--- src/rtl/h_row_pkg.sv ---
// Shared defaults, derived widths and FSM state type for the H row source.
package h_row_pkg;

  localparam int unsigned J_DEF = 14;
  localparam int unsigned I_DEF = 7;
  localparam int unsigned A_DEF = 2;
  localparam int unsigned W_DEF = 1;

  localparam int unsigned J_WIDTH_DEF = $clog2(J_DEF) + 1;
  localparam int unsigned I_WIDTH_DEF = $clog2(I_DEF) + 1;
  localparam int unsigned A_WIDTH_DEF = $clog2(A_DEF) + 1;

  typedef enum logic [1:0] {
    IDLE   = 2'd0,
    STREAM = 2'd1,
    DONE   = 2'd2
  } state_t;

endpackage

--- src/rtl/h_row_bank.sv ---
// Double-banked row storage: one write port into !bank_sel, one combinational read port.
module h_row_bank
  import h_row_pkg::*;
#(
  parameter int unsigned J       = J_DEF,
  parameter int unsigned I       = I_DEF,
  parameter int unsigned W       = W_DEF,
  parameter int unsigned J_WIDTH = $clog2(J) + 1,
  parameter int unsigned AW      = (J > 1) ? $clog2(J) : 1
) (
  input  logic               clk,
  input  logic               bank_sel,
  input  logic               wr_en,
  input  logic [J_WIDTH-1:0] wr_addr,
  input  logic [I*W-1:0]     wr_data,
  input  logic               rd_bank,
  input  logic [AW-1:0]      rd_addr,
  output logic [I*W-1:0]     rd_data
);

  logic [I*W-1:0] mem0 [J];
  logic [I*W-1:0] mem1 [J];

  // Storage is intentionally not reset.
  always_ff @(posedge clk) begin
    if (wr_en && (wr_addr < J_WIDTH'(J))) begin
      if (bank_sel) mem0[wr_addr[AW-1:0]] <= wr_data;
      else          mem1[wr_addr[AW-1:0]] <= wr_data;
    end
  end

  assign rd_data = rd_bank ? mem1[rd_addr] : mem0[rd_addr];

endmodule

--- src/rtl/h_row_source.sv ---
// Streams J rows of the committed H bank, A passes per start, over a valid/ready port.
module h_row_source
  import h_row_pkg::*;
#(
  parameter int unsigned J = J_DEF,
  parameter int unsigned I = I_DEF,
  parameter int unsigned A = A_DEF,
  parameter int unsigned W = W_DEF,
  localparam int unsigned J_WIDTH = $clog2(J) + 1,
  localparam int unsigned I_WIDTH = $clog2(I) + 1,
  localparam int unsigned A_WIDTH = $clog2(A) + 1
) (
  input  logic               clk,
  input  logic               rst_n,
  input  logic               start,
  input  logic               wr_en,
  input  logic [J_WIDTH-1:0] wr_addr,
  input  logic [I*W-1:0]     wr_data,
  input  logic               commit,
  output logic [I*W-1:0]     H_row,
  output logic               H_row_tvalid,
  input  logic               H_row_tready,
  output logic               H_row_tlast,
  output logic [A_WIDTH-1:0] pass_idx,
  output logic               busy,
  output logic               done
);

  localparam int unsigned AW = (J > 1) ? $clog2(J) : 1;

  state_t             state, state_nxt;
  logic [J_WIDTH-1:0] row_cnt, row_nxt;
  logic [A_WIDTH-1:0] pass_cnt, pass_nxt;
  logic               bank_sel, bank_sel_nxt;
  logic               commit_pend, commit_pend_nxt;
  logic [I*W-1:0]     h_row_nxt;
  logic               tvalid_nxt, tlast_nxt, busy_nxt, done_nxt;
  logic [A_WIDTH-1:0] pass_idx_nxt;
  logic               load_c;
  logic [I*W-1:0]     rd_data_c;

  h_row_bank #(
    .J       (J),
    .I       (I),
    .W       (W),
    .J_WIDTH (J_WIDTH),
    .AW      (AW)
  ) u_bank (
    .clk      (clk),
    .bank_sel (bank_sel),
    .wr_en    (wr_en),
    .wr_addr  (wr_addr),
    .wr_data  (wr_data),
    .rd_bank  (bank_sel_nxt),
    .rd_addr  (row_nxt[AW-1:0]),
    .rd_data  (rd_data_c)
  );

  // Reading through bank_sel_nxt lets a start in the commit cycle see the new bank.
  always_comb begin
    state_nxt       = state;
    row_nxt         = row_cnt;
    pass_nxt        = pass_cnt;
    bank_sel_nxt    = bank_sel;
    commit_pend_nxt = commit_pend;
    tvalid_nxt      = H_row_tvalid;
    done_nxt        = 1'b0;
    load_c          = 1'b0;
    unique case (state)
      IDLE: begin
        if (commit) bank_sel_nxt = ~bank_sel;
        if (start) begin
          state_nxt  = STREAM;
          row_nxt    = '0;
          pass_nxt   = '0;
          tvalid_nxt = 1'b1;
          load_c     = 1'b1;
        end
      end
      STREAM: begin
        if (commit) commit_pend_nxt = 1'b1;
        if (H_row_tvalid && H_row_tready) begin
          if (row_cnt == J_WIDTH'(J - 1)) begin
            if (pass_cnt == A_WIDTH'(A - 1)) begin
              state_nxt  = DONE;
              tvalid_nxt = 1'b0;
              done_nxt   = 1'b1;
            end else begin
              row_nxt  = '0;
              pass_nxt = pass_cnt + A_WIDTH'(1);
              load_c   = 1'b1;
            end
          end else begin
            row_nxt = row_cnt + J_WIDTH'(1);
            load_c  = 1'b1;
          end
        end
      end
      DONE: begin
        state_nxt       = IDLE;
        bank_sel_nxt    = bank_sel ^ (commit_pend | commit);
        commit_pend_nxt = 1'b0;
      end
      default: state_nxt = IDLE;
    endcase

    h_row_nxt    = load_c ? rd_data_c : H_row;
    tlast_nxt    = load_c ? (row_nxt == J_WIDTH'(J - 1)) : (H_row_tlast & tvalid_nxt);
    pass_idx_nxt = load_c ? pass_nxt : pass_idx;
    busy_nxt     = (state_nxt == STREAM);
  end

  always_ff @(posedge clk or negedge rst_n) begin
    if (!rst_n) begin
      state        <= IDLE;
      row_cnt      <= '0;
      pass_cnt     <= '0;
      bank_sel     <= 1'b0;
      commit_pend  <= 1'b0;
      H_row        <= '0;
      H_row_tvalid <= 1'b0;
      H_row_tlast  <= 1'b0;
      pass_idx     <= '0;
      busy         <= 1'b0;
      done         <= 1'b0;
    end else begin
      state        <= state_nxt;
      row_cnt      <= row_nxt;
      pass_cnt     <= pass_nxt;
      bank_sel     <= bank_sel_nxt;
      commit_pend  <= commit_pend_nxt;
      H_row        <= h_row_nxt;
      H_row_tvalid <= tvalid_nxt;
      H_row_tlast  <= tlast_nxt;
      pass_idx     <= pass_idx_nxt;
      busy         <= busy_nxt;
      done         <= done_nxt;
    end
  end

endmodule

--- config.mk ---
export PLATFORM = sky130hd
export DESIGN_NAME = h_row_source
export DESIGN_NICKNAME = d
export VERILOG_FILES = /design/src/rtl/h_row_pkg.sv /design/src/rtl/h_row_bank.sv /design/src/rtl/h_row_source.sv
export SDC_FILE = /design/constraint.sdc
export NUM_CORES = 1
export LEC_CHECK = 0
export CAP_MARGIN = 0
export CELL_PAD_IN_SITES_DETAIL_PLACEMENT = 2
export CELL_PAD_IN_SITES_GLOBAL_PLACEMENT = 2
export CORE_MARGIN = 2
export CORE_UTILIZATION = 40
export CTS_CLUSTER_SIZE = 24
export DETAILED_ROUTE_END_ITERATION = 12
export DONT_BUFFER_PORTS = 1
export HOLD_SLACK_MARGIN = 0.15
export PLACE_DENSITY_LB_ADDON = 0.1
export SLEW_MARGIN = 10
export SYNTH_ARGS = -nofsm -noshare
export SYNTH_HDL_FRONTEND = slang
export SYNTH_SLANG_ARGS = --single-unit
--- constraint.sdc ---
create_clock -name clk -period 3 [get_ports clk]
set_input_delay 0.75 -clock clk [delete_from_list [all_inputs] [get_ports clk]]
set_output_delay 0.75 -clock clk [all_outputs]
set_load 0.02 [all_outputs]
* Yosys cells after proc, flatten, opt, wreduce, memory -nomap -nowiden
Memories as Yosys holds them, arrays and structs flattened.
Index checks and enable logic that the tools add are counted.
** Cells by class
- $add $sub $neg :: 2
- Order comparisons :: 1
- Eq/ne operators :: 7
- Muxes and demuxes :: 41
- Bitwise logic cells :: 4
- Reduce and logical (&&, ||, !) cells :: 5
** Operator list (count)
- two-way mux 1 bit :: 21
- two-way mux 5 bit :: 4
- two-way mux 2 bit :: 8
- equality test 5 x 4 -> 1 bit, second input constant :: 2
- one-hot mux 5 bit (2 select lines) :: 1
- one-hot mux 1 bit (2 select lines) :: 4
- one-hot mux 2 bit (2 select lines) :: 2
- two-way mux 7 bit :: 1
- equality test 2 x 1 -> 1 bit, second input constant :: 3
- adder 5 x 1 -> 5 bit, second input constant :: 1
- < comparator 5 x 4 -> 1 bit, second input constant :: 1
- adder 2 x 1 -> 2 bit, second input constant :: 1
- equality test 2 bit, second input constant :: 1
- logical AND 1 bit :: 2
- logical NOT 2 bit :: 1
- inequality test 2 bit, second input constant :: 1
- AND reduction 2 bit :: 1
- nonzero test 2 bit :: 1
- AND 1 bit :: 1
- inverter 1 bit :: 1
- OR 1 bit :: 1
- XOR 1 bit :: 1
** Word-level totals
- Register bits after elaboration :: 24
- Bits in writable memories :: 196
- Bits of input ports :: 18
- Output and inout bits :: 13
- Word-level logic and storage cells :: 73
- Memories kept :: 2
** Memory list
- u_bank.mem0 :: words 14, bits a word 7, read ports 1, clocked after Yosys merged registers in 0, wr ports 1, line h_row_bank.sv:21 : logic [I*W-1:0] mem0 [J];
- u_bank.mem1 :: words 14, bits a word 7, read ports 1, clocked after Yosys merged registers in 0, wr ports 1, line h_row_bank.sv:22 : logic [I*W-1:0] mem1 [J];

* Depth between registers and ports, before layout
Gate-level depths: netlist (run 1).
- Depth after elaboration :: 7
- Mapped depth :: 14
- Gate-level depth less buffers :: 11

* By module
From an unflattened synthesis (run 1), not the netlist that was laid out.
** Second synthesis, totals
- Cell total of the unflattened synthesis :: 530
- Area, all modules :: 9039.9 µm²
** Modules (own cells, without submodules)
- h_row_bank :: times used 1, cells each 429, area each 7885.1 µm², seq. area each 5885.6 µm²
- h_row_source :: times used 1, cells each 101, area each 1154.9 µm², seq. area each 600.6 µm²

* Worst setup path after synthesis (run 1)
Ideal clock, no wire load.
- Path type :: flip-flop to flip-flop
- Start :: register row_cnt[0]
- End :: register H_row[1]
- Library setup time :: 134 ps
- Arrival :: 2607 ps
- Data required time :: 2866 ps
- Slack :: 260 ps
- Cell stages (with the launch flop) :: 11
- Buffers on the path :: 1
- Period minus slack after synthesis :: 2740 ps
- Cells stage by stage :: dfrtp_1 > ha_1 > and4b_1 > buf_6 > a31o_4 > a31oi_4 > mux4_1 > nand2_1 > o21ai_1 > a221oi_1 > a311oi_1
** Between the ends
- Longest elaborated chain between the ends :: 6
- Elaborated cells between the ends (all ways) :: 13
- Classes of those cells :: add/sub: 1; eq/ne: 1; mux: 9; memory: 2
** Ends and longest elaborated chain
- start: declaration :: line h_row_source.sv:32 : logic [J_WIDTH-1:0] row_cnt, row_nxt;
- start signal: assignment :: line h_row_source.sv:128 : row_cnt <= row_nxt;
- adder 5 x 1 -> 5 bit, or another cell as far along :: line h_row_source.sv:94 : row_nxt = row_cnt + J_WIDTH'(1);
- two-way mux 5 bit :: line h_row_source.sv:83 : if (row_cnt == J_WIDTH'(J - 1)) begin
- two-way mux 5 bit :: line h_row_source.sv:82 : if (H_row_tvalid && H_row_tready) begin
- one-hot mux 5 bit (2 select lines) :: line h_row_source.sv:69 : unique case (state)
- memory read (14 x 7 bit) (on tied branches)
- two-way mux 7 bit :: line h_row_bank.sv:32 : assign rd_data = rd_bank ? mem1[rd_addr] : mem0[rd_addr];
- end signal: assignment :: line h_row_source.sv:132 : H_row <= h_row_nxt;
- end: declaration :: line h_row_source.sv:20 : output logic [I*W-1:0] H_row,
Parallel ways exist; a longest one is shown, timed or not.
A chain may end at the register's enable or synchronous reset.

* Worst setup path after layout (run 1)
- Start :: register row_cnt[0]
- End :: register H_row[3]
The elaborated chain is that of the path after synthesis.

==> results of run 1 <==
[per-stage QoR]
stage               hold slack, ns  setup slack [ns]
global route                 0.299          -0.00659
detailed placement           0.455            0.0201
finish                       0.321             0.131
floorplan                    0.454             0.260
global placement             0.455             0.107
CTS                          0.300            0.0371
[registers in the layout, summed over array words and instances, names as in the netlist, 2 cells and up]
name	cells
H_row	7
pass_cnt	2
pass_idx	2
row_cnt	5
state	2
u_bank.mem0	98
u_bank.mem1	98
[where the power goes]
group	switching [W]	internal (W)
clock network	0.00119	0.00171
registers	0.000234	0.00348
logic	0.00235	0.00127
[worst max-delay path, delay by kind of cell, from the launching register on]
| family | cells | cell delay (ns) |
|---|---|---|
| simple gates | 4 | 0.80 |
| buf+inv | 3 | 0.64 |
| flops | 1 | 0.39 |
| fa+ha+maj | 1 | 0.21 |
| compound gates | 3 | 0.66 |
[Yosys cell counts (4+ instances only)]
master,count,share of area
a21oi_1,22,0.012
nand2_1,160,0.066
nor3_1,13,0.0071
a311oi_1,4,0.0038
nor2_1,37,0.015
nand3b_1,4,0.0033
buf_2,11,0.0060
mux2i_1,14,0.015
nand4_1,17,0.012
a31oi_1,8,0.0055
edfxtp_1,196,0.64
and3_1,11,0.0075
nand2b_1,7,0.0048
mux2_2,8,0.0098
clkbuf_1,12,0.0049
and4_1,5,0.0048
buf_6,9,0.011
o21ai_0,12,0.0066
dfrtp_1,24,0.066
nand3_1,48,0.026
[routing by layer]
metal	vias to the layer above	GRT usage	wire length, µm	share of wire
met2	128	0.397	13600	0.50
li1	2683	-	-	-
met3	45	0.0351	1170	0.043
met4	0	0.0577	682	0.025
met5	-	0	0	0
met1	3111	0.312	12000	0.44
[final timing paths]
| check | to | slack (ns) |
|---|---|---|
| worst max-delay path | H_row[3]$_DFFE_PN0N_ | 0.13 |
| worst min-delay path | u_bank.mem0[13][5]$_DFFE_PP_ | 0.32 |
| worst max register to register | H_row[3]$_DFFE_PN0N_ | 0.13 |
| worst min register to register | commit_pend$_DFFE_PN0P_ | 0.51 |
| max in group asynchronous | pass_idx[1]$_DFFE_PN0N_ | 2.15 |
| min in group asynchronous | H_row[4]$_DFFE_PN0N_ | 0.69 |
[cell families after synthesis]
logic type,synth area share
mux,0.0329
buf+inv,0.0280
xor+xnor,0.000957
compound gates,0.0634
fa+ha+maj,0.00273
simple gates,0.163
flops,0.709
[final cells by class]
type                            instances  area [µm²]
Tap cell                              285         357
Sequential cell                       220        6490
Multi-Input combinational cell        431        2430
Clock buffer                           39         758
Inverter                                6        27.5
Fill cell                            2220       12000
Timing Repair Buffer                   58         513
Clock inverter                          5        20.0
[repair_timing]
item / 4_1_cts / 5_1_grt
buffers inserted: 0 / 3
hold buffers: 2 / 0
endpoints found under the setup margin: 0 / 7
resized for setup: 0 / 6
hold endpoints to repair: 24 / 0
==> results.py, run 1 <==
metrics = {
    "synth": {
        "syn_area_um2": 9150,
        "synth_warnings": 0,
        "ys_seq_area_frac": 0.709,
        "syn_nets": 714,
        "synthFlopType": "edfxtp_1",
        "ys_ff_latch": 220,
        "ys_types": 59,
        "netlist_instances": 694,
        "async_reset_ff_frac": 0.109,
        "synth-edff-count": 196,
        "syn-mean-instance-area_um2": 13.2,
    },
    "setup_path": {
        "crit_type": "register to register",
        "path_cells": "ha_1 > and4b_1 > buf_4 > and3_1 > o211ai_1 > and2_1 > buf_4 > nor2_4 > buf_4 > a32oi_1 > a311oi_2",
        "slowest_delay_ns": 0.39,
        "required_ns": 3.37,
        "crit_path_start": "row_cnt[0]$_DFF_PN0_",
        "crit_top_cell": "buf_4",
        "worstRegToRegCells": 11,
        "crit-reg2reg-launch": "row_cnt[0]$_DFF_PN0_",
        "end_kind": "register",
        "startpoint_type": "register",
        "arrival_ns": 3.24,
        "crit_path_max_fanout": 18,
        "cpMaxStageDelayCell": "dfrtp_1",
    },
    "sta": {
        "skew_ns": 0.0166,
        "setup_viol": 0,
        "worst_pin_slew_ns": 0.805,
        "slew_violations": 0,
        "slew_headroom": 0.461,
        "hold_violations": 0,
        "setup_tns_ns": 0,
        "period_minus_slack_ns": 2.87,
        "fin_crit_sh": 0.956,
        "timing.fmax_ghz": 0.349,
    },
    "route": {
        "drt_pass1_iterations": 4,
        "vias": 5967,
        "viasPerCell": 5.72,
        "drt-initial-drc-count": 473,
        "ant_nets": 0,
        "routed_wl_um": 27400,
        "drc": 0,
        "post_drt_wl_per_cell_um": 26.2,
    },
    "cts": {
        "cts_root_buf": "clkbuf_16",
        "clk_pin_slew_worst_paths_ns": 0.06,
        "cts-buffers-inserted": 24,
        "insertion_delay_ns": 0.53,
        "cts_tree": "yes",
        "cts_max_path_buffers": 3,
        "cts.sinks": 220,
        "htreeDepth": 1,
    },
    "cells_and_area": {
        "syn_to_final_growth_pct": 15.7,
        "nets": 761,
        "antenna_cells": 0,
        "final_layout_size_suffix_gt1_frac": 0.154,
        "finalCoreUtilization": 0.469,
        "fin_area_um2": 10600,
        "final_common_cell": "edfxtp_1",
        "final_cell_mix": "196 x edfxtp_1, 160 x nand2_1, 51 x buf_4",
        "finalNonFillerCells": 1044,
    },
    "min_path": {
        "hold_depth": 0,
        "worstHoldStart": "wr_data[5]",
        "hold_class": "primary input to register",
    },
    "die": {
        "design.core.area_um2": 22600,
        "num_rows": 55,
        "io_pins": 31,
        "die-area_um2": 24100,
        "die_h_um": 155,
        "start_util": 0.406,
        "die_w_um": 155,
    },
    "status": {
        "status": "complete, no violations",
    },
    "place": {
        "gp_congestion": 0.783,
        "place_inst": 995,
        "dp_hpwl_um": 18400,
        "numPortBuffers": 0,
        "placed_area_um2": 9730,
    },
    "flow_run": {
        "drv_cap": 0,
    },
    "pwr": {
        "finalPower_w": 0.0102,
        "power_density_nw_per_um2": 967,
        "ir_worst_vdd_v": 0.000501,
        "power.leakage_nw": 3.73,
    },
    "global_route": {
        "grt_pass1_wl_um": 41400,
        "grt_overflow": 0,
        "grt_max_degree": 59,
        "grtUsageTotal": 0.232,
        "first_global_vias": 6517,
        "antenna_found_initial": 0,
    },
}
No activity file was read; power rests on OpenSTA's default activity.
==> run 2, diff against run 1 <==
--- a/config.mk
+++ b/config.mk
@@ -5,6 +5,7 @@
 export SDC_FILE = /design/constraint.sdc
 export NUM_CORES = 1
 export LEC_CHECK = 0
+export ABC_AREA = 1
 export CAP_MARGIN = 0
 export CELL_PAD_IN_SITES_DETAIL_PLACEMENT = 2
 export CELL_PAD_IN_SITES_GLOBAL_PLACEMENT = 2
==> run 2 against run 1 <==
Global-route usage rose by 1.7 points; sequential power barely moved; non-clock buffer count fell by 9; combinational power rose by 20%; sequential share of layout area fell by 3.0 points; clock-buffer cell count fell by 9; setup slack improved by 0.22 ns; synthesized cell count rose by 37%; clock power barely moved; critical path type unchanged; critical endpoint unchanged; highest routed layer unchanged.
==> results.py, run 2 <==
metrics = {
    "status": {
        "status": "complete, no violations",
    },
    "sta": {
        "hold_violations": 0,
        "worst_pin_slew_ns": 0.752,
        "whs_ns": 0.307,
        "timing.fmax_ghz": 0.377,
        "slew_violations": 0,
        "setup_viol": 0,
        "fin_crit_sh": 0.884,
        "rsz0062_at_grt": "false",
        "period_minus_slack_ns": 2.65,
        "setup_tns_ns": 0,
        "slew_headroom": 0.497,
        "skew_ns": 0.0215,
    },
    "cts": {
        "clk_pin_slew_worst_paths_ns": 0.06,
        "cts_tree": "yes",
        "postCtsHoldBufs": 2,
        "htreeDepth": 1,
        "cts_max_path_buffers": 3,
        "insertion_delay_ns": 0.54,
        "cts-buffers-inserted": 25,
        "cts_setup_buffers": 0,
        "cts_root_buf": "clkbuf_16",
        "cts.sinks": 220,
        "cts_resized": 0,
    },
    "pwr": {
        "p_clk_frac": 0.267,
        "net-switching-power_w": 0.00452,
        "power.leakage_nw": 4.55,
        "ir_worst_vdd_v": 0.000549,
        "p_seq_frac": 0.337,
        "p_sw_frac": 0.412,
        "p_int_w": 0.00643,
        "power_density_nw_per_um2": 983,
        "p_comb_frac": 0.396,
        "finalPower_w": 0.0110,
    },
    "cells_and_area": {
        "finalCoreUtilization": 0.461,
        "fill_cells": 2487,
        "final_cell_mix": "257 x nand2_1, 196 x edfxtp_1, 155 x nand3_1",
        "final_common_cell": "nand2_1",
        "nets": 1004,
        "syn_to_final_growth_pct": 13.9,
        "antenna_cells": 0,
        "final_layout_size_suffix_gt1_frac": 0.0969,
    },
    "route": {
        "highest_layer": "met4",
        "viasPerCell": 5.24,
        "drc": 0,
        "routed_wl_um": 30900,
        "ant_nets": 0,
        "post_drt_wl_per_cell_um": 23.3,
        "routed-wl-met2_um": 15700,
        "drt_pass1_iterations": 5,
        "drt-initial-drc-count": 448,
        "vias": 6944,
        "wl_met1_um": 13100,
        "wl_met3_um": 1270,
    },
    "synth": {
        "ys_seq_area_frac": 0.664,
        "syn_area_um2": 9780,
        "synth_warnings": 0,
        "synth_area_leaders": "edfxtp_1 60%, nand2_1 9.9%, nand3_1 7.9%, dfrtp_1 6.1%, inv_1 4.5%",
        "netlist.area_leader.share": 0.602,
        "netlist_instances": 953,
        "async_reset_ff_frac": 0.109,
        "synth.top_cells.by_count": "257 x nand2_1, 196 x edfxtp_1, 155 x nand3_1, 117 x inv_1, 65 x nor2_1",
        "synth-edff-count": 196,
        "ys_ff_latch": 220,
        "ys_types": 28,
        "syn-mean-instance-area_um2": 10.3,
        "synthFlopType": "edfxtp_1",
        "syn_nets": 973,
        "yosysMostFrequentCell": "nand2_1",
        "yosysTopAreaCell": "edfxtp_1",
    },
    "setup_path": {
        "reg2reg_to": "H_row[3]$_DFFE_PN0N_",
        "arrival_ns": 3.06,
        "crit_type": "register to register",
        "required_ns": 3.41,
        "crit_path_start": "row_cnt[1]$_DFF_PN0_",
        "end_kind": "register",
        "startpoint_type": "register",
        "regToRegSetupSlack_ns": 0.35,
        "crit-reg2reg-launch": "row_cnt[1]$_DFF_PN0_",
        "crit_path_max_fanout": 20,
        "endpoint": "H_row[3]$_DFFE_PN0N_",
        "worstRegToRegCells": 16,
    },
    "global_route": {
        "first_global_vias": 7927,
        "grtUsageTotal": 0.249,
        "grt_pass1_wl_um": 48100,
        "grt_overflow": 0,
        "grt_max_degree": 57,
        "antenna_found_initial": 1,
    },
    "die": {
        "die-area_um2": 25700,
        "die_h_um": 160,
        "start_util": 0.404,
        "num_rows": 57,
        "io_pins": 31,
        "design.core.area_um2": 24200,
        "die_w_um": 160,
    },
    "min_path": {
        "hold_class": "primary input to register",
        "worstHoldStart": "wr_data[1]",
    },
    "place": {
        "numPortBuffers": 0,
        "dp_hpwl_um": 20700,
        "gp_congestion": 0.878,
    },
    "flow_run": {
        "drv_cap": 0,
    },
}
## run 2: cell count changes after synthesis, moves of 14 or more
| cell | previous run | this run |
|---|---|---|
| nor2_1 | 37 | 65 |
| mux2i_1 | 14 | 0 |
| nand2_1 | 160 | 257 |
| nand3b_1 | 4 | 29 |
| nand4_1 | 17 | 2 |
| inv_1 | 3 | 117 |
| buf_2 | 11 | 28 |
| nand3_1 | 48 | 155 |
## run 2: cells by family (layout without fill, tap and decap cells)
| family | after synthesis | count (layout) | synth area share |
|---|---|---|---|
| AND/OR/NAND/NOR | 521 | 521 | 0.237 |
| flip-flops | 220 | 220 | 0.664 |
| buffers and inverters | 168 | 216 | 0.0723 |
| AO/OA/AOI/OAI | 41 | 41 | 0.0236 |
| adder cells (fa/ha/maj) | 2 | 2 | 0.00256 |
| XOR/XNOR | 1 | 1 | 0.000896 |
## run 2: power by group through the flow
stage               Combinational [W]  Sequential [W]  Clock [W]
floorplan                     0.00283         0.00369          0
global placement              0.00418         0.00375          0
detailed placement            0.00434         0.00376          0
CTS                           0.00439         0.00370    0.00299
global route                  0.00484         0.00372    0.00309
finish                        0.00434         0.00369    0.00293
## run 2: worst max-delay path: stages (launching register included)
cell	delay, ns
dfrtp_1	0.42
inv_1	0.08
ha_1	0.16
inv_1	0.05
nor2_1	0.16
nand3_2	0.16
nand2_1	0.17
inv_2	0.06
nand2_1	0.08
nand3_2	0.28
buf_12	0.28
nor2_1	0.11
nor2_1	0.05
a21oi_1	0.22
nand2_1	0.09
nand3_1	0.11
nand2_1	0.07
## run 2: final cells by class
class	count	area, µm²	area share
Sequential cell	220	6490	0.582
Multi-Input combinational cell	565	2580	0.232
Clock buffer	30	644	0.0579
Inverter	123	462	0.0415
Timing Repair Buffer	49	433	0.0389
Tap cell	324	405	0.0364
Clock inverter	14	124	0.0111
## run 2: metrics by stage
stage	instances	setup slack (ns)	area, µm²
floorplan	953	0.844	9780
global placement	1279	0.483	10300
finish	1325	0.349	11100
detailed placement	1279	0.331	10300
CTS	1325	0.309	11100
global route	1325	0.0644	11100
## run 2: worst min-delay path by stage
stage	endpoint	cells past startpoint
after floorplan	H_row[0]$_DFFE_PN0N_	0
after global placement	busy$_DFF_PN0_	0
after detailed placement	busy$_DFF_PN0_	0
after CTS	u_bank.mem1[0][5]$_DFFE_PP_	0
after global routing	u_bank.mem1[2][1]$_DFFE_PP_	0
final	u_bank.mem1[2][1]$_DFFE_PP_	0
## run 2: routing by layer
metal / track usage / up-vias
met5: 0 / -
met4: 0.0696 / 0
met3: 0.0390 / 52
met2: 0.445 / 137
met1: 0.315 / 3523
li1: - / 3232
==> RTL change 1: new RTL, settings of run 1 <==
`A_DEF`: 2 -> 4.
--- a/src/rtl/h_row_pkg.sv
+++ b/src/rtl/h_row_pkg.sv
@@ -3,7 +3,7 @@
 
   localparam int unsigned J_DEF = 14;
   localparam int unsigned I_DEF = 7;
-  localparam int unsigned A_DEF = 2;
+  localparam int unsigned A_DEF = 4;
   localparam int unsigned W_DEF = 1;
 
   localparam int unsigned J_WIDTH_DEF = $clog2(J_DEF) + 1;
Ports: changed (resized pass_idx); port bits go from 31 to 32. The function was not compared with the original's and may differ.
==> RTL change 1 against run 1 <==
Non-clock buffer count up 22. Area after synthesis down 0.86%. Design area up 1.3%. Total power down 14%. Wire length up 3.9%. Fmax down 1.2%. Sequential cell count up 2. Worst setup slack worse by 0.035 ns. Clock power down 2%. Largest power group unchanged.
==> RTL change 1: results (changes against run 1) <==
Outcome -> completed (unchanged)
Clock tree cell share of total cell area -> 6.88% (was 7.35%)
Maximum number of pins on one net before global-route repair -> 36 (was 59)
Area of the multi-input gates -> 2360 µm² (was 2430 µm²)
Routed length on met3 -> 1.06 mm (was 1.17 mm)
Number of inverters outside the clock class in the layout -> 8 (was 6)
Number of non-clock buffers in the layout -> 80 (was 58)
End of the worst register-to-register path -> H_row[6]$_DFFE_PN0N_ (was H_row[3]$_DFFE_PN0N_)
Cell types with the largest area share after synthesis -> edfxtp_1 65%, dfrtp_1 7.2%, nand2_1 4.5%, a21oi_1 3.4%, mux2i_1 3.3% (was edfxtp_1 64%, dfrtp_1 6.6%, nand2_1 6.6%, nand3_1 2.6%, mux2i_1 1.5%)
Number of clock-tree buffers in the layout -> 35 (was 39)
Drt initial violations -> 313 (was 473)
Wire length on met2 -> 14.7 mm (was 13.6 mm)
Inst Count DP -> 981 (was 995)
Ant diodes -> 1 (was 0)
Hold-critical path endpoint -> u_bank.mem0[12][4]$_DFFE_PP_ (was u_bank.mem0[13][5]$_DFFE_PP_)
Async set-or-reset flop fraction in the synthesized netlist -> 11.7% (was 10.9%)
Post-route fraction of the period consumed by the critical path -> 96.8% (was 95.6%)
Reported leakage power -> 3.83 nW (was 3.73 nW)
Net count after synthesis -> 682 (was 714)
Clock tree skew after final layout -> 0.0149 ns (was 0.0166 ns)
Total global routing track utilization -> 23.7% (was 23.2%)
M2 GR Usage -> 41.7% (was 39.7%)
Wire length of the first global-routing pass -> 42.0 mm (was 41.4 mm)
Non-clock buffer share -> 6.52% (was 4.84%)
Vias in the first global route -> 6520 (was 6517)
Half-perimeter wire length after placement -> 18.5 mm (was 18.4 mm)
Length of routed wiring on met1 -> 12.0 mm (about the same)
Last weighted congestion value of the routability-driven placer -> 0.819 (was 0.783)
Unique masters post-synth -> 52 (was 59)
Highest ir drop seen on vdd -> 0.510 mV (was 0.501 mV)
Wirelength per Cell -> 27.5 µm (was 26.2 µm)
Slack of the worst reg-to-reg path -> 0.1 ns (was 0.13 ns)
Relative slew slack -> 70.3% (was 46.1%)
Multi-input gates -> 394 (was 431)
Non-filler instance count after layout -> 1033 (was 1044)
Critical path data arrival time -> 3.31 ns (was 3.24 ns)
Footprint of the flip-flops and latches -> 6540 µm² (was 6490 µm²)
Post-Syn Area per Cell -> 13.7 µm² (was 13.2 µm²)
Seq/Total Area, Yosys -> 72.0% (was 70.9%)
Post-Place Worst Slack -> -0.329 ns (was 0.0201 ns)
RTL change 1: cell families (layout without fill, tap and decap cells):
family          Yosys count  count (layout)  share of synthesized area (%)
compound gates          138             138                           10.7
buf+inv                  45             131                           2.44
fa+ha+maj                 3               3                          0.414
simple gates            222             222                           11.0
other cells               0               1                              0
mux                      31              31                           3.43
flops                   222             222                           72.0
RTL change 1: metrics by stage:
stage          cell area (µm²)  hold WS (ns)
3_3_place_gp              9830         0.456
3_5_place_dp              9830         0.455
2_1_floorplan             9070         0.454
4_1_cts                  10600         0.299
6_report                 10700         0.319
5_1_grt                  10700         0.301
RTL change 1: repair_timing:
action                     4_1_cts  5_1_grt
hold endpoints to repair        26        0
setup buffers                    0        6
hold buffers                     2        0
pin swaps                        1        3
resized for setup                2       13
gates cloned                     0        1
setup endpoints to repair        3        7
RTL change 1: power by group:
group	internal [W]	switching, W	total, W
Sequential	0.00348	0.000211	0.00369
Clock	0.00164	0.00120	0.00284
Combinational	0.000908	0.00137	0.00228
Total	0.00602	0.00279	0.00881
==> RTL change 2: new RTL, config.mk and constraints of run 1 <==
Without the edit above. Encoding of `state_t`: now one-hot (3 bits for 3 states).
--- a/src/rtl/h_row_pkg.sv
+++ b/src/rtl/h_row_pkg.sv
@@ -10,10 +10,10 @@
   localparam int unsigned I_WIDTH_DEF = $clog2(I_DEF) + 1;
   localparam int unsigned A_WIDTH_DEF = $clog2(A_DEF) + 1;
 
-  typedef enum logic [1:0] {
-    IDLE   = 2'd0,
-    STREAM = 2'd1,
-    DONE   = 2'd2
+  typedef enum logic [2:0] {
+    IDLE   = 3'b001,
+    STREAM = 3'b010,
+    DONE   = 3'b100
   } state_t;
 
 endpackage
Behaviour: same outputs for any inputs over 4 cycles, from zero or initial values and one cycle with rst_n low; so few cycles prove little.
==> RTL change 2 against run 1 <==
The run now ends with setup timing left. Total power is 1.1% lower. Clock power is 5% lower. Cell count is 1.4% higher. Sequential share of layout area is 6.7 points lower. Worst setup slack worse by 0.27 ns. Design area is 13% higher. Hold slack worse by 0.0088 ns. Highest routed layer unchanged. Sequential cell count is 1 higher. Fmax is 8.6% lower. Wire length is 19% higher. Non-clock buffer count is 60 higher. Area after synthesis is 0.25% higher.
==> RTL change 2: results (changes against run 1) <==
Outcome -> finished, violations left (was completed)
Violated checks -> setup timing
Post-Place Worst Slack -> -0.519 ns (was 0.0201 ns)
Wirelength per Cell -> 30.7 µm (was 26.2 µm)
Met1 layer usage reported by global route -> 33.4% (was 31.2%)
Share of the synthesized area in compound gates (AO/OA/AOI/OAI) -> 7.43% (was 6.34%)
DP Area -> 10200 µm² (was 9730 µm²)
Fraction of area in registers -> 54.5% (was 61.3%)
Vias in the first global route -> 6834 (was 6517)
Share of layout cells above drive strength 1 -> 32.0% (was 15.4%)
Routed length on met3 -> 1.63 mm (was 1.17 mm)
Maximum number of pins on one net before global-route repair -> 29 (was 59)
Hold-critical path endpoint -> u_bank.mem1[13][1]$_DFFE_PP_ (was u_bank.mem0[13][5]$_DFFE_PP_)
Final Worst Setup Slack -> -0.139 ns (was 0.131 ns)
Number of non-clock buffers in the layout -> 118 (was 58)
M2 GR Usage -> 43.6% (was 39.7%)
Area share of the largest cell type after synthesis -> 64.1% (was 64.3%)
Number of clock-tree buffers in the layout -> 40 (was 39)
Clock tree cell share of total cell area -> 5.87% (was 7.35%)
Hold WS -> 0.312 ns (was 0.321 ns)
Reported leakage power -> 4.38 nW (was 3.73 nW)
First-pass detailed-route iteration total -> 5 (was 4)
Cell types with the largest area share after synthesis -> edfxtp_1 64%, mux2i_1 7.6%, dfrtp_1 6.5%, nand2_1 3.9%, nor3_1 2.1% (was edfxtp_1 64%, dfrtp_1 6.6%, nand2_1 6.6%, nand3_1 2.6%, mux2i_1 1.5%)
Logic depth of the worst register-to-register path -> 15 (was 11)
Crit Path Max Fanout -> 7 (was 18)
Critical path data arrival time -> 3.54 ns (was 3.24 ns)
Proportion of synthesized area in mux cells -> 7.88% (was 3.29%)
Met3 Usage GRT -> 4.62% (was 3.51%)
Sequential cell count -> 221 (was 220)
Wire length of the first global-routing pass -> 45.1 mm (was 41.4 mm)
Highest ir drop seen on vdd -> 0.494 mV (was 0.501 mV)
Number of inverters outside the clock class in the layout -> 11 (was 6)
Worst setup path endpoint -> H_row[5]$_DFFE_PN0N_ (was H_row[3]$_DFFE_PN0N_)
Non-clock buffer share -> 9.94% (was 4.84%)
Net count after synthesis -> 664 (was 714)
Total vias in the final route -> 6139 (was 5967)
Length of routed wiring on met1 -> 13.5 mm (was 12.0 mm)
Final setup violation count -> 7 (was 0)
Multi-input gates -> 379 (was 431)
Unique masters post-synth -> 57 (was 59)
Ant diodes -> 1 (was 0)
Post-Syn Area per Cell -> 14.2 µm² (was 13.2 µm²)
Non-filler instance count after layout -> 1059 (was 1044)
Startpoint of the worst hold path -> wr_data[1] (was wr_data[5])
Seq/Total Area, Yosys -> 71.0% (was 70.9%)
Setup_tns -> -0.598 ns (was 0 ns)
Last weighted congestion value of the routability-driven placer -> 0.817 (was 0.783)
Half-perimeter wire length after placement -> 19.7 mm (was 18.4 mm)
Total global routing track utilization -> 25.7% (was 23.2%)
Wire length on met2 -> 16.2 mm (was 13.6 mm)
Async set-or-reset flop fraction in the synthesized netlist -> 11.3% (was 10.9%)
-- RTL change 2: changes by cell type in the layout (fill, tap and decap cells not counted), moves of 10 or more --
cell / run 1 / this run
nand3_1: 48 / 6
and3_1: 11 / 1
mux2i_2: 0 / 10
mux2i_4: 0 / 14
nor3_2: 0 / 10
buf_6: 0 / 11
nand2_1: 160 / 93
nand4_1: 17 / 2
buf_4: 51 / 86
mux2i_1: 14 / 46
-- RTL change 2: where the power goes --
group          leakage (nW)  switching [W]  internal [W]  total [W]
registers              2.07       0.000182       0.00346    0.00365
clock network         0.335        0.00122       0.00154    0.00276
logic                  1.97        0.00200       0.00172    0.00372
total                  4.38        0.00340       0.00672     0.0101
-- RTL change 2: repair_timing --
item / in CTS / in global routing
hold buffers: 2 / 0
buffers inserted: 7 / 8
setup endpoints to repair: 7 / 7
gates cloned: 1 / 3
pin swaps: 15 / 35
resized for setup: 72 / 81
hold endpoints to repair: 25 / 0
